<file path="config.mk">
export PLATFORM = sky130hd
export DESIGN_NAME = multicycle_controller
export DESIGN_NICKNAME = d
export VERILOG_FILES = /design/src/rtl/multicycle_controller.sv
export SDC_FILE = /design/constraint.sdc
export NUM_CORES = 1
export LEC_CHECK = 0
export ABC_AREA = 1
export CELL_PAD_IN_SITES_DETAIL_PLACEMENT = 0
export CELL_PAD_IN_SITES_GLOBAL_PLACEMENT = 1
export CORE_ASPECT_RATIO = 1.5
export CORE_MARGIN = 4
export CORE_UTILIZATION = 24
export CTS_BUF_LIST = sky130_fd_sc_hd__clkbuf_16
export DETAILED_ROUTE_END_ITERATION = 12
export MAX_ROUTING_LAYER = met4
export PLACE_DENSITY_LB_ADDON = 0.1
export SLEW_MARGIN = 20
export SYNTH_ARGS = -nofsm -noshare
export SYNTH_HDL_FRONTEND = slang
export SYNTH_SLANG_ARGS = --single-unit
</file>
<file path="constraint.sdc">
create_clock -name clk -period 1.4 [get_ports clk]
set_clock_uncertainty 0.05 [all_clocks]
set_input_delay 0.28 -clock clk [delete_from_list [all_inputs] [get_ports clk]]
set_output_delay 0.28 -clock clk [all_outputs]
set_load 0.02 [all_outputs]
</file>
<file path="src/rtl/multicycle_controller.sv">
// multicycle_controller
//   Control unit for a multi-cycle ARM-subset datapath (DP / LDR / STR / B)
//   that shares one ALU and one memory. A Moore FSM sequences each
//   instruction, drives every mux select and write enable, decodes
//   ALUControl from the instruction fields, holds the NZCV flag register
//   and evaluates the condition code for conditional execution.
//
//   There are no valid/ready handshakes on this block. Every input is
//   sampled on every rising edge of clk, and the datapath is expected to
//   keep the instruction fields stable while an instruction runs.
//
// Ports
//   clk, reset          rising-edge clock, synchronous active-high reset
//   Cond, Op, Funct, Rd instruction fields Instr[31:28], [27:26], [25:20], [15:12]
//   ALUFlags            NZCV produced by the ALU in the current cycle
//   PCWrite, IRWrite, RegWrite, MemWrite   write enables
//   AdrSrc, ALUSrcA, ALUSrcB, ResultSrc    datapath mux selects
//   ImmSrc, RegSrc      immediate / register-address selects, from Op
//   ALUControl          00 add, 01 sub, 10 and, 11 orr
//   Flags               current NZCV register
//   State               FSM state, exposed for checkers
module multicycle_controller #(
    parameter logic [3:0] FLAG_RESET = 4'b0000
) (
    input  logic       clk,
    input  logic       reset,
    input  logic [3:0] Cond,
    input  logic [1:0] Op,
    input  logic [5:0] Funct,
    input  logic [3:0] Rd,
    input  logic [3:0] ALUFlags,
    output logic       PCWrite,
    output logic       IRWrite,
    output logic       RegWrite,
    output logic       MemWrite,
    output logic       AdrSrc,
    output logic       ALUSrcA,
    output logic [1:0] ALUSrcB,
    output logic [1:0] ResultSrc,
    output logic [1:0] ImmSrc,
    output logic [1:0] RegSrc,
    output logic [1:0] ALUControl,
    output logic [3:0] Flags,
    output logic [3:0] State
);

    localparam logic [3:0] FETCH  = 4'd0;
    localparam logic [3:0] DECODE = 4'd1;
    localparam logic [3:0] MEMADR = 4'd2;
    localparam logic [3:0] MEMRD  = 4'd3;
    localparam logic [3:0] MEMWB  = 4'd4;
    localparam logic [3:0] MEMWR  = 4'd5;
    localparam logic [3:0] EXECR  = 4'd6;
    localparam logic [3:0] EXECI  = 4'd7;
    localparam logic [3:0] ALUWB  = 4'd8;
    localparam logic [3:0] BRANCH = 4'd9;

    logic [3:0] state, next_state, out_state;
    logic [3:0] flags_q;
    logic       condexr, condex;

    logic [3:0] cmd;
    logic       fn_i, fn_s;
    logic       is_cmp, is_arith, cmd_known, dp_writes;
    logic [1:0] dp_alu;
    logic       flagw_nz, flagw_cv;
    logic       rd_pc;
    logic       n_f, z_f, c_f, v_f;

    assign fn_i  = Funct[5];
    assign cmd   = Funct[4:1];
    assign fn_s  = Funct[0];
    assign rd_pc = (Rd == 4'd15);

    // cmd decode: unknown commands compute an add but never write back.
    always_comb begin
        dp_alu    = 2'b00;
        cmd_known = 1'b1;
        is_cmp    = 1'b0;
        is_arith  = 1'b0;
        case (cmd)
            4'b0100: begin dp_alu = 2'b00; is_arith = 1'b1; end
            4'b0010: begin dp_alu = 2'b01; is_arith = 1'b1; end
            4'b0000: dp_alu = 2'b10;
            4'b1100: dp_alu = 2'b11;
            4'b1010: begin dp_alu = 2'b01; is_arith = 1'b1; is_cmp = 1'b1; end
            default: cmd_known = 1'b0;
        endcase
    end

    assign dp_writes = cmd_known & ~is_cmp;
    // CMP always sets flags even when its S bit is clear.
    assign flagw_nz  = fn_s | is_cmp;
    assign flagw_cv  = flagw_nz & is_arith;

    assign n_f = flags_q[3];
    assign z_f = flags_q[2];
    assign c_f = flags_q[1];
    assign v_f = flags_q[0];

    always_comb begin
        case (Cond)
            4'b0000: condex = z_f;
            4'b0001: condex = ~z_f;
            4'b0010: condex = c_f;
            4'b0011: condex = ~c_f;
            4'b0100: condex = n_f;
            4'b0101: condex = ~n_f;
            4'b0110: condex = v_f;
            4'b0111: condex = ~v_f;
            4'b1000: condex = c_f & ~z_f;
            4'b1001: condex = ~c_f | z_f;
            4'b1010: condex = (n_f == v_f);
            4'b1011: condex = (n_f != v_f);
            4'b1100: condex = ~z_f & (n_f == v_f);
            4'b1101: condex = z_f | (n_f != v_f);
            4'b1110: condex = 1'b1;
            default: condex = 1'b0;
        endcase
    end

    always_comb begin
        case (state)
            FETCH:  next_state = DECODE;
            DECODE: begin
                case (Op)
                    2'b01:   next_state = MEMADR;
                    2'b00:   next_state = fn_i ? EXECI : EXECR;
                    2'b10:   next_state = BRANCH;
                    default: next_state = FETCH;
                endcase
            end
            MEMADR: next_state = fn_s ? MEMRD : MEMWR;
            MEMRD:  next_state = MEMWB;
            EXECR:  next_state = ALUWB;
            EXECI:  next_state = ALUWB;
            default: next_state = FETCH;
        endcase
    end

    always_ff @(posedge clk) begin
        if (reset) begin
            state   <= FETCH;
            flags_q <= FLAG_RESET;
            condexr <= 1'b0;
        end else begin
            state <= next_state;
            // The condition is frozen on pre-instruction flags.
            if (state == DECODE) begin
                condexr <= condex;
            end
            if (((state == EXECR) || (state == EXECI)) && condexr) begin
                if (flagw_nz) flags_q[3:2] <= ALUFlags[3:2];
                if (flagw_cv) flags_q[1:0] <= ALUFlags[1:0];
            end
        end
    end

    // While reset is held the selects show the FETCH decode but all
    // write enables stay low, so an abandoned instruction writes nothing.
    assign out_state = reset ? FETCH : state;

    always_comb begin
        PCWrite    = 1'b0;
        IRWrite    = 1'b0;
        RegWrite   = 1'b0;
        MemWrite   = 1'b0;
        AdrSrc     = 1'b0;
        ALUSrcA    = 1'b0;
        ALUSrcB    = 2'b00;
        ResultSrc  = 2'b00;
        ALUControl = 2'b00;
        case (out_state)
            FETCH: begin
                IRWrite   = 1'b1;
                PCWrite   = 1'b1;
                ALUSrcA   = 1'b1;
                ALUSrcB   = 2'b10;
                ResultSrc = 2'b10;
            end
            DECODE: begin
                ALUSrcA   = 1'b1;
                ALUSrcB   = 2'b10;
                ResultSrc = 2'b10;
            end
            MEMADR: ALUSrcB = 2'b01;
            MEMRD:  AdrSrc  = 1'b1;
            MEMWB: begin
                ResultSrc = 2'b01;
                RegWrite  = condexr & ~rd_pc;
                PCWrite   = condexr & rd_pc;
            end
            MEMWR: begin
                AdrSrc   = 1'b1;
                MemWrite = condexr;
            end
            EXECR: ALUControl = dp_alu;
            EXECI: begin
                ALUSrcB    = 2'b01;
                ALUControl = dp_alu;
            end
            ALUWB: begin
                RegWrite = condexr & dp_writes & ~rd_pc;
                PCWrite  = condexr & dp_writes & rd_pc;
            end
            BRANCH: begin
                ALUSrcB   = 2'b01;
                ResultSrc = 2'b10;
                PCWrite   = condexr;
            end
            default: ;
        endcase
        if (reset) begin
            PCWrite  = 1'b0;
            IRWrite  = 1'b0;
            RegWrite = 1'b0;
            MemWrite = 1'b0;
        end
    end

    assign ImmSrc = Op;
    assign RegSrc = {(Op == 2'b01), (Op == 2'b10)};
    assign Flags  = flags_q;
    assign State  = state;

endmodule

</file>
==> impl_results.md, run 1 <==
* Global-route wire length before repair at about 5800 um
* Uppermost layer routed: met4
* Core area at 0.003481 mm2
* Cell Count, Final, Fillers Out at 290
* Number of global-route vias before repair at 1368
* Cell internal pwr at approximately 890 uW
* Residual DRC at 0
* Post-Synthesis Cells at 161
* Buf+Inv Stages, Crit Path at 3
* Crit path kind: register to output port
* Gr usage total at about 16%
* Via count at between 1k and 1.5k
* Top cell family by delay on the critical path: simple AND/OR/NAND/NOR gates
* I/O Buffers at 45
* Worst min-delay path class: input port to register
* Slew Viols, Final at 0
* Flop pwr share at 22.2%
* Top-level I/O count at 46
* Worst Setup End Kind: output port
* Layout cell share with drive strength beyond 1 at between 40 and 50%
* Routed WL at 3580 um
* Fraction of power spent switching nets at slightly above 30%
* Clock power share at 39.0%
* Antenna fix cells at 0
* WL met3 at about 170 um
* CTS H-Tree Depth at 1
* Pre-CTS setup slack at -1090 ps
* Fmax at approximately 0.6 GHz
* Max rail drop VDD at 0.0005193 V
* Min Tclk post-route at about 1700 ps
* WP data arrival at about 1400 ps
* Final Wtd Congestion at between 0.8 and 0.9
* Setup violators final at 12
* CTS Sinks at 9
* Synth warn at 0
* Worst-skew pair later-pin latency at ~230 ps
* Initial Utilization at around a quarter
* Die H at ~82 um
* Comb power frac at 38.8%
* Final worst-path cycle share at 120.5%
* CTS Root Cell: clkbuf_16
* CTS tree: built
* Outcome: complete, but fails checks
* DRT Pass-1 Iters at 4
* Post-DP HPWL at around 2800 um
* CP peak stage delay at 350 ps
* Met2 Wirelength at 2031 um
* Critical path depth at 7
* Num CTS Buffers at 3
* Post-synthesis sequential area ratio at slightly above 20%
* Failing checks: setup timing
* NetSw at ~390 uW
* Routed Antenna Nets at 0
* Syn Area/Cell at about 5.5 um2
* Final #Nets at 271
* Cts hold-fix bufs at 0
* GRT overflow at 0
* Die area at roughly 0.0047 mm2
* Startpoint types: register
* Worst R2R Path Depth at 8
* Placed Cells incl. Taps at between 200 and 300
* Largest net degree at the start of global routing at 7
* Count of final hold-check violations at 0
* Rows at 26
* Slew HR at ~82%
* Initial antenna violation count at 0
* Filler instances at ~340
* Synth Net Count at 183
* Post-route core utilization at a little under three fifths
* CP required at ~1100 ps
* LEAKAGE at 0.0009582 uW
* Die width at about 58 um
* DRT iter0 DRCs at 26
* Pwr Density at 647.8 mW/mm2
* Critical-path cell list: inv_4 > nand3_4 > inv_2 > nand4_1 > and2_4 > and3b_1 > buf_6
* PnR Total Power at 1276 uW
* Max-cap viol count at 0
* Area Growth Syn to Fin at 123.1%
* Routed met1 length at 1210 um
* Vias per std cell at 4.590
* Clock Pin Slew Worst Setup and Hold Paths at ~40 ps
* Yosys cell types at 22
* WL per Instance at around 12 um
* Post-route setup slack at -286.9 ps
* Yosys reg bits at 9
* Hold path cells at 3
* Worst slew pin tran at approximately 270 ps
* Crit path max-delay cell type: dfxtp_4
* RSZ-0062 raised after global routing: true
* Synth Cell Area at between 800 and 900 um2
* Crit Path Max Fanout at 3
* Clock Tree Buf Depth at 2
==> cells in the mapped netlist (all sizes together) <==
master,count,share of area (%)
a21boi,1,0.85
a21oi,12,6.8
a31oi,1,0.71
and2,1,0.71
and3b,1,0.99
buf,3,3.0
dfxtp,9,20
inv,30,13
nand2,39,17
nand3,18,11
nand4,2,1.4
nor2,33,18
o211ai,1,0.85
o21ai,9,5.5
o22ai,1,0.71
==> metal layers <==
layer / up-vias / global-route usage (%)
met2: 42 / 31.11
met1: 591 / 14.59
met3: 16 / 2.799
met5: - / -
li1: 682 / -
met4: 0 / 7.889
==> registers in the layout, summed over array words and instances (netlist names) <==
signal	count
Flags	4
State	4
condexr	1
==> layout by cell type (no fill, tap or decap), drive strengths merged <==
cell,count
and3b,1
a31oi,1
a21oi,12
nand4,2
nor2,33
o211ai,1
clkdlybuf4s50,10
nand3,18
o21ai,9
dfxtp,9
dlygate4sd2,18
and2,1
inv,31
a21boi,1
buf,56
nand2,39
clkbuf,5
o22ai,1
==> area by class of cell <==
cell class	instances	area, um2	share of cell area, %
clock inverters	1	3.754	0.1905
well taps	42	52.55	2.667
inverters	30	127.6	6.476
flip-flops and latches	9	195.2	9.905
clock buffers	3	75.07	3.810
repair buffers	86	750.7	38.10
multi-input cells	119	765.7	38.86
==> tightest hold or removal path: stages <==
cell	delay [ps]
buf_2	110
buf_4	170
nor2_1	50
==> final timing paths <==
path,to,start,slack [ps]
setup / recovery,RegWrite,State[2],-290
hold / removal,State[2],reset,370
setup reg to reg,Flags[0],State[2],10
hold reg to reg,Flags[0],Flags[0],470
==> timing repair <==
| action | in CTS | in global routing |
|---|---|---|
| pin swaps | 16 | 12 |
| hold endpoints to repair | 0 | 0 |
| endpoints found under the setup margin | 29 | 20 |
| buffers inserted | 4 | 5 |
| gates resized for setup | 134 | 40 |
==> per-stage QoR <==
step           area, um2  hold slack, ps  TNS, ps
6_report            1971           370.6    -2023
5_1_grt             1971           391.8    -2845
3_3_place_gp        1654           463.0   -13990
2_1_floorplan      922.1           291.7   -40.55
4_1_cts             1847           468.7    -2173
3_5_place_dp        1654           481.7   -14400
==> kinds of logic (layout without fill, tap and decap cells) <==
logic type | count (synthesis) | in the layout | share of synthesized area, %
AND/OR/NAND/NOR | 94 | 94 | 48.44
buffers and inverters | 33 | 120 | 15.72
AO/OA/AOI/OAI | 25 | 25 | 15.44
flip-flops | 9 | 9 | 20.40
==> power groups by stage <==
stage	logic, uW	clock network (uW)	registers, uW
after floorplan	173	0	295
after global placement	423	0	284
after detailed placement	426	0	285
after CTS	455	503	281
after global routing	537	521	286
final	496	498	283
Note: power is estimated with default switching activity, not from simulation.
==> run 2, diff against run 1 <==
Settings changed: HOLD_SLACK_MARGIN set to 0.03.
==> results of run 2 <==
Same layout as run 1: the final DEF is identical, and so are final timing and power.
==> run 3, diff against run 2 <==
Settings changed: CORE_ASPECT_RATIO 1.5 to 1.4.
==> impl_results.md, run 3 (synthesis gave the netlist of run 1 again) <==
* CP required at between 1000 and 1500 ps
* Top-level I/O count at 46
* Cts hold-fix bufs at 0
* Area Growth Syn to Fin at 104.1%
* Pwr Density at roughly 670 mW/mm2
* WL per Instance at ~12 um
* Setup violators final at 12
* Via count at between 1k and 1.5k
* Hold endpoint: Flags[1]
* Final worst-path cycle share at 120.9%
* Outcome: complete, but fails checks
* Hold path cells at 2
* Post-route setup slack at -292.8 ps
* Number of global-route vias before repair at about 1.3k
* DRT Pass-1 Iters at 4
* CTS tree: built
* CTS Root Cell: clkbuf_16
* Worst Setup End Kind: output port
* Hold Crit Start: Flags[1]
* Slew Viols, Final at 0
* Rows at 25
* Slew HR at 80.31%
* Layout cell share with drive strength beyond 1 at between 40% and 50%
* CP peak stage delay at around 350 ps
* Final Wtd Congestion at between 0.8 and 0.9
* Routed Antenna Nets at 0
* Max rail drop VDD at 0.0004778 V
* Worst R2R Path Depth at 8
* CTS Sinks at 9
* DRT iter0 DRCs at 32
* Post-DP HPWL at around 2800 um
* Area of the multi-input gates at roughly 660 um2
* RSZ-0062 raised after global routing: true
* LEAKAGE at between 0.0008 and 0.0009 uW
* Worst-skew pair later-pin latency at ~230 ps
* Buf+Inv Stages, Crit Path at 3
* Commonest non-fill, non-tap cell in the layout: buf_4
* Post-route core utilization at between 50 and 60%
* Gr usage total at 15.53%
* Vias per std cell at roughly 4.5
* Worst min-delay path class: register to register
* Hold slack at roughly 470 ps
* Final #Nets at roughly 270
* Top cell family by delay on the critical path: flip-flops
* Die H at approximately 80 um
* Count of final hold-check violations at 0
* Worst r2r src: State[2]
* Crit path kind: register to output port
* CTS H-Tree Depth at 1
* Core area at between 0.003 and 0.004 mm2
* Reg2Reg Setup Slack at ~50 ps
* Failing checks: setup timing
* Most frequent cells in the layout: buf_4 (41), nand2_1 (35), inv_1 (18), dlygate4sd2_1 (18), nor2_1 (17)
* Filler instances at ~380
* Crit path max-delay cell type: dfxtp_2
* Die width at roughly 59 um
* Max-cap viol count at 0
* Fmax at a little under 0.6 GHz
* Worst slew pin tran at approximately 300 ps
* FF/Latch Area at about 190 um2
* I/O Buffers at between 40 and 50
* Startpoint types: register
* WP data arrival at ~1400 ps
* Initial Utilization at between 20% and 30%
* Initial antenna violation count at 0
* Die area at 0.004729 mm2
* GRT overflow at 0
* Antenna fix cells at 0
* Residual DRC at 0
* Critical-path cell list: inv_1 > nor2_2 > inv_2 > nor2_2 > nand2_1 > a31oi_4 > buf_6
* Routed WL at 3318 um
* Num CTS Buffers at 3
* Setup_tns at -2219 ps
* Global-route wire length before repair at approximately 5500 um
* Largest net degree at the start of global routing at 7
* Clock Pin Slew Worst Setup and Hold Paths at 40 ps
* Crit Path Max Fanout at 4
* Min Tclk post-route at around 1700 ps
* R2r endpoint: Flags[0]
* Most common cell on crit path: nor2_2
* Clock Tree Buf Depth at 2
run 3: area by class of cell:
cell class | count | share of cell area, %
Clock buffer | 3 | 4.164
Tap cell | 40 | 2.776
Sequential cell | 9 | 10.69
Multi-Input combinational cell | 119 | 36.85
Timing Repair Buffer | 81 | 38.72
Clock inverter | 1 | 0.2776
Inverter | 30 | 6.523
run 3: worst max-delay path by stage:
stage               startpoint       to  slack, ps  cells after the start
global route          State[0]  PCWrite       -370                      6
global placement      Funct[2]  PCWrite       -990                      8
CTS                   State[0]  PCWrite       -290                      6
finish                State[0]  PCWrite       -290                      7
detailed placement    Funct[2]  PCWrite      -1070                      8
floorplan             State[0]  PCWrite        -40                      6
run 3: metrics by stage:
stage	instance area, um2	setup WS (ps)	power (uW)	instances
after floorplan	922.1	-37.21	468.0	161
after global placement	1629	-991.1	699.3	274
after detailed placement	1629	-1066	702.3	274
after CTS	1765	-294.8	1214	283
after global routing	1803	-368.6	1282	283
final	1803	-292.8	1210	283
run 3: tightest hold or removal path, stage by stage, from the launching register on:
cell and delay (ps):
dfxtp_1 330, inv_1 80, a21oi_1 60
run 3: repair_timing:
item / CTS / global route
pin swaps: 9 / 1
gates resized for setup: 116 / 17
endpoints found under the setup margin: 29 / 18
buffers inserted: 5 / 0
run 3: metal layers:
layer  vias to the layer above  wire [um]  GRT usage (%)
met4                         0         51          5.442
met2                        33       1932          30.20
met5                         -          0              -
met1                       565       1161          14.89
met3                         6        173          2.104
li1                        670          -              -
run 3: report_power, final:
group / internal [uW] / switching, uW
Clock: 376 / 124
Combinational: 214 / 216
Sequential: 266 / 13.1
